## src/rtl/rotate_pkg.sv

```systemverilog
// Shared constants and types for the rotating-square ring display driver.
package rotate_pkg;

  localparam logic [6:0] SEG_UPPER = 7'h1C;
  localparam logic [6:0] SEG_LOWER = 7'h23;
  localparam logic [6:0] SEG_BLANK = 7'h7F;

  typedef enum logic {ROTATE = 1'b0, BOUNCE = 1'b1} mode_t;

endpackage

```

## src/rtl/tick_gen.sv

```systemverilog
// Enabled free-running W-bit counter; max_tick marks the enabled cycle on which it wraps.
module tick_gen #(
  parameter int unsigned W = 8
) (
  input  logic clk,
  input  logic rst,
  input  logic en,
  output logic max_tick
);

  logic [W-1:0] cnt_q;

  assign max_tick = en && (cnt_q == '1);

  always_ff @(posedge clk) begin
    if (rst) begin
      cnt_q <= '0;
    end else if (en) begin
      cnt_q <= cnt_q + W'(1);
    end
  end

endmodule

```

## src/rtl/rotate_square_ring.sv

```systemverilog
// Moves an upper/lower square around a 2*DIGITS ring on a multiplexed seven-segment display,
// in rotate or bounce mode, with registered active-low anode and segment outputs.
module rotate_square_ring
  import rotate_pkg::*;
#(
  parameter int unsigned DIGITS    = 4,
  parameter int unsigned TICK_W    = 25,
  parameter int unsigned REFRESH_W = 16,
  localparam int unsigned POS_W    = $clog2(2 * DIGITS)
) (
  input  logic              clk,
  input  logic              rst,
  input  logic              en,
  input  logic              up,
  input  logic              mode,
  output logic [DIGITS-1:0] an,
  output logic [6:0]        sseg,
  output logic [POS_W-1:0]  pos,
  output logic              lap
);

  // $clog2(2*D) == $clog2(D) + 1, so scan needs one bit less than pos.
  localparam int unsigned SCAN_W = POS_W - 1;
  localparam logic [POS_W-1:0]  POS_LAST  = POS_W'(2 * DIGITS - 1);
  localparam logic [POS_W-1:0]  POS_DIG   = POS_W'(DIGITS);
  localparam logic [SCAN_W-1:0] SCAN_LAST = SCAN_W'(DIGITS - 1);

  mode_t mode_e;
  logic  step, refresh;

  logic [POS_W-1:0]  pos_q, pos_d, pos_inc, pos_dec, sq_digit;
  logic              dir_q, dir_d, lap_q, lap_d;
  logic [SCAN_W-1:0] scan_q, scan_d;
  logic [DIGITS-1:0] an_q, an_d;
  logic [6:0]        sseg_q, sseg_d, sq_pat;

  assign mode_e = mode_t'(mode);

  tick_gen #(.W(TICK_W)) u_step_tick (
    .clk      (clk),
    .rst      (rst),
    .en       (en),
    .max_tick (step)
  );

  tick_gen #(.W(REFRESH_W)) u_refresh_tick (
    .clk      (clk),
    .rst      (rst),
    .en       (1'b1),
    .max_tick (refresh)
  );

  assign pos_inc = (pos_q == POS_LAST) ? '0 : pos_q + POS_W'(1);
  assign pos_dec = (pos_q == '0) ? POS_LAST : pos_q - POS_W'(1);

  always_comb begin
    pos_d = pos_q;
    dir_d = dir_q;
    lap_d = 1'b0;
    if (mode_e == ROTATE) begin
      dir_d = up;
      if (step) begin
        pos_d = up ? pos_inc : pos_dec;
        lap_d = up ? (pos_q == POS_LAST) : (pos_q == '0);
      end
    end else if (step) begin
      // At either end of the sweep: reverse and move straight away, no dwell.
      if (dir_q ? (pos_q == POS_LAST) : (pos_q == '0)) begin
        dir_d = ~dir_q;
        lap_d = 1'b1;
        pos_d = dir_q ? pos_dec : pos_inc;
      end else begin
        pos_d = dir_q ? pos_inc : pos_dec;
      end
    end
  end

  always_comb begin
    if (pos_q < POS_DIG) begin
      sq_digit = POS_DIG - POS_W'(1) - pos_q;
      sq_pat   = SEG_UPPER;
    end else begin
      sq_digit = pos_q - POS_DIG;
      sq_pat   = SEG_LOWER;
    end
    scan_d = scan_q;
    if (refresh) begin
      scan_d = (scan_q == SCAN_LAST) ? '0 : scan_q + SCAN_W'(1);
    end
    an_d   = ~(DIGITS'(1) << scan_q);
    sseg_d = ({1'b0, scan_q} == sq_digit) ? sq_pat : SEG_BLANK;
  end

  always_ff @(posedge clk) begin
    if (rst) begin
      pos_q  <= '0;
      dir_q  <= 1'b1;
      lap_q  <= 1'b0;
      scan_q <= '0;
      an_q   <= '1;
      sseg_q <= SEG_BLANK;
    end else begin
      pos_q  <= pos_d;
      dir_q  <= dir_d;
      lap_q  <= lap_d;
      scan_q <= scan_d;
      an_q   <= an_d;
      sseg_q <= sseg_d;
    end
  end

  assign pos  = pos_q;
  assign lap  = lap_q;
  assign an   = an_q;
  assign sseg = sseg_q;

endmodule

```

## config.mk

```make
export PLATFORM = sky130hd
export DESIGN_NAME = rotate_square_ring
export DESIGN_NICKNAME = d
export VERILOG_FILES = /design/src/rtl/rotate_pkg.sv /design/src/rtl/tick_gen.sv /design/src/rtl/rotate_square_ring.sv
export SDC_FILE = /design/constraint.sdc
export NUM_CORES = 1
export LEC_CHECK = 0
export CAP_MARGIN = 20
export CORE_MARGIN = 2
export CORE_UTILIZATION = 25
export DETAILED_ROUTE_END_ITERATION = 10
export GPL_TIMING_DRIVEN = 0
export SKIP_CTS_REPAIR_TIMING = 1
export SLEW_MARGIN = 20
export SYNTH_ARGS = -nofsm -noshare
export SYNTH_HDL_FRONTEND = slang
export SYNTH_HIERARCHICAL = 1
export SYNTH_SLANG_ARGS = --single-unit
```

## constraint.sdc

```tcl
create_clock -name clk -period 3.5 [get_ports clk]
set_input_delay 0.35 -clock clk [delete_from_list [all_inputs] [get_ports clk]]
set_output_delay 0.35 -clock clk [all_outputs]
set_load 0.05 [all_outputs]
```

==> impl_metrics.csv <==
group,metric,value,unit
die,fp.coreArea,10420,um^2
power_and_ir_drop,power.leakage,1.062,nW
routing,drtPass1Iterations,4,
sta,finalHoldViolations,0,
logic_synthesis,synth.net_count,320,
critical_path,timing.critical_path.slowest_stage_cell,"sky130_fd_sc_hd__or4_4",
sta,setup_violations,0,
power_and_ir_drop,power_density,329.1,nW/um^2
die,io_pins,20,
routing,drc_errors,0,
critical_path,max_stage_delay,0.59,ns
hold_path,worstHoldPathType,"input port to flop",
sta,final.period_utilization,0.8154,
global_routing,gr-usage-all-layers,0.09652,
die,die_width,108.0,um
critical_path,critical_path_end_type,"flop",
layout,sequential_cell_area,1101,um^2
critical_path,critical_path_arrival,3.10,ns
routing,initialDrtViolationCount,52,
power_and_ir_drop,worst_ir_drop_vdd,178.7,uV
layout,nNetsFinal,345,
global_routing,pin_count_of_the_biggest_net_entering_global_routing,17,
critical_path,worstSetupPathType,"flop to flop",
global_routing,vias_in_the_first_global_route,2029,
hold_path,hold_path_startpoint,"en",
die,design.die.area,11670,um^2
sta,timing.setup.tns,0,ns
die,initial_core_util,0.2597,
critical_path,worstPathCellList,"ha_1 -> inv_1 -> or4_4 -> buf_6 -> nor4_1 -> clkbuf_1 -> o21ai_0 -> a31oi_1 -> mux2i_1",
die,die_h,108.0,um
layout,finalInstanceArea,3141,um^2
place,place_congestion,0.8087,
logic_synthesis,synth_top_flop_cell,"sky130_fd_sc_hd__dfxtp_1",
layout,final_cell_mix,"sky130_fd_sc_hd__dfxtp_1, sky130_fd_sc_hd__nor2_1, sky130_fd_sc_hd__nand2_1",
routing,routedWlPerCell,10.91,um
routing,routed_via_density,4.618,
flow_run,max_cap_violations,0,
layout,fillerInstances,1110,
routing,routed-via-count,2152,
sta,worst-slew-pin-transition,0.5359,ns
sta,fin_worst_skew,0.006968,ns
logic_synthesis,synth_enable_flop_cells,0,
layout,multiInputGateArea,1454,um^2
place,dp.final_hpwl,3.704,mm
die,row_count,37,
clock_network,clkSlewWorstSetupHoldPaths,0.10,ns
sta,final.min_clock_period,2.854,ns
layout,synthToLayoutAreaGrowth,16.10,%
clock_network,insertion_delay,0.31,ns
global_routing,grt_pass1_wl,9.156,mm
sta,report.final.slew_viol_count,0,
critical_path,crit_path_start_kind,"flop",
clock_network,tritoncts,"done",
place,detailed_place.area,3055,um^2
logic_synthesis,postSynthCellCount,304,
layout,post_route_cells_drive_above_1_share,0.09394,
logic_synthesis,syn_avg_cell_area,8.898,um^2
global_routing,globalRouteOverflowTotal,0,
sta,highest_achievable_clock_rate,350.4,MHz
critical_path,ff2ff_setup_slack,0.65,ns
clock_network,clock-sinks,55,
routing,drt.antenna.violating_nets,0,
logic_synthesis,synth_seq_area_share,0.4070,
logic_synthesis,syn-cell-area,2705,um^2
critical_path,critPathMaxFanout,10,
sta,max-slew-margin-rel,0.6395,
hold_path,holdPathStages,3,
place,numPortBuffers,18,
logic_synthesis,synthArstFlopShare,0,
logic_synthesis,ys_seq_elements,55,
logic_synthesis,number_of_distinct_standard_cells_referenced_by_the_synthesized_netlist,49,
layout,layout.cells.most_common,"sky130_fd_sc_hd__dfxtp_1",
hold_path,worst_hold_path.endpoint,"u_step_tick/cnt_q[0]$_SDFFE_PP0P_",
layout,n_antenna_cell,0,
global_routing,initial_antenna_violation_count,0,
sta,rsz0062_at_grt,"no",
critical_path,worstPathRequired,3.74,ns
clock_network,ctsRootBufferMaster,"sky130_fd_sc_hd__clkbuf_8",
critical_path,reg2regPathDepth,9,
clock_network,numCtsBuffers,5,
clock_network,buffer_depth_of_the_longest_clock_path,2,
logic_synthesis,synth-warning-count,6,
routing,wirelength,5.084,mm
critical_path,r2r_start,"u_step_tick/cnt_q[0]$_SDFFE_PP0P_",
clock_network,h-tree-depth,2,
critical_path,crit-reg2reg-capture,"pos[2]$_SDFFE_PP0P_",
status,run_status,"finished, final reports clean",
## how the worst max path moves through the flow
stage | from | end | cells after the start
after floorplan | u_step_tick/cnt_q[0]$_SDFFE_PP0P_ | pos[1]$_SDFFE_PP0P_ | 9
after global placement | u_step_tick/cnt_q[0]$_SDFFE_PP0P_ | pos[1]$_SDFFE_PP0P_ | 9
after detailed placement | u_step_tick/cnt_q[0]$_SDFFE_PP0P_ | pos[1]$_SDFFE_PP0P_ | 9
after CTS | u_step_tick/cnt_q[0]$_SDFFE_PP0P_ | pos[2]$_SDFFE_PP0P_ | 9
after global routing | u_step_tick/cnt_q[0]$_SDFFE_PP0P_ | pos[1]$_SDFFE_PP0P_ | 9
final | u_step_tick/cnt_q[0]$_SDFFE_PP0P_ | pos[2]$_SDFFE_PP0P_ | 9
## logic make-up (layout without fill, tap and decap cells)
group,count (synthesis),count (layout),synth area share
AO/OA/AOI/OAI,47,47,0.1027
XOR/XNOR,22,22,0.07123
adder cells (fa/ha/maj),11,11,0.05088
buffers and inverters,30,56,0.05550
flip-flops,55,55,0.4070
multiplexers,9,9,0.03561
other,1,1,0.001386
AND/OR/NAND/NOR,129,129,0.2757
## worst max-delay path, delay by kind of cell (launching register included)
kind	cells	cell delay [ns]
buffers and inverters	3	0.62
DFF	1	0.40
and+or+nand+nor	2	0.84
AOI/OAI and AO/OA	2	0.43
muxes	1	0.21
adders and majority gates	1	0.27
## per-stage QoR
| step | power, W | std cells | util | worst slack, ns | hold WS [ns] |
|---|---|---|---|---|---|
| 2_1_floorplan | 0.0006865 | 304 | - | 1.075 | 0.4224 |
| 3_3_place_gp | 0.0007011 | 458 | 0.2933 | 0.6885 | 0.4615 |
| 3_5_place_dp | 0.0007022 | 458 | 0.2933 | 0.6413 | 0.4729 |
| 4_1_cts | 0.001055 | 466 | 0.3015 | 0.6152 | 0.3897 |
| 5_1_grt | 0.001079 | 466 | 0.3015 | 0.3669 | 0.4398 |
| 6_report | 0.001034 | 466 | 0.3015 | 0.6460 | 0.4030 |
## layer usage
metal	GRT usage	up-vias	share of wire
met1	0.1215	1007	0.49
li1	-	1114	-
met5	0	-	0
met3	0.02049	6	0.025
met2	0.1608	25	0.47
met4	0.03846	0	0.015
## state kept, by name, indices dropped and copies added, names as in the netlist
signal / count
scan_q: 2
lap: 1
u_refresh_tick/cnt_q: 16
an: 4
sseg: 3
pos: 3
u_step_tick/cnt_q: 25
dir_q: 1
## report_power, final
part | switching [W] | internal [W]
sequential | 0.00000714 | 0.000632
combinational | 0.0000294 | 0.0000189
clock | 0.000206 | 0.000140
total | 0.000243 | 0.000791
## cell type report
class / instances / share of cell area
multi-input cells: 219 / 0.4629
flip-flops and latches: 55 / 0.3506
repair buffers: 18 / 0.05737
well taps: 136 / 0.05418
plain buffers: 17 / 0.03227
clock buffers: 6 / 0.02311
inverters: 13 / 0.01554
clock inverters: 2 / 0.003984
## cells in the mapped netlist, types with 6 or more instances
library cell                n  area (um^2)
sky130_fd_sc_hd__inv_1     12        45.04
sky130_fd_sc_hd__nor2_1    31        116.4
sky130_fd_sc_hd__o21ai_0   14        70.07
sky130_fd_sc_hd__xor2_1    11        96.34
sky130_fd_sc_hd__dfxtp_1   55         1101
sky130_fd_sc_hd__or3_1     10        62.56
sky130_fd_sc_hd__ha_1      11        137.6
sky130_fd_sc_hd__nand2_1   21        78.83
sky130_fd_sc_hd__xnor2_1   11        96.34
sky130_fd_sc_hd__mux2i_1    7        70.07
sky130_fd_sc_hd__clkbuf_1   6        22.52
sky130_fd_sc_hd__nand3_1   14        70.07
sky130_fd_sc_hd__a21oi_1   17        85.08
sky130_fd_sc_hd__nand4_1    7        43.79
Power figures use the tool's default switching activity.
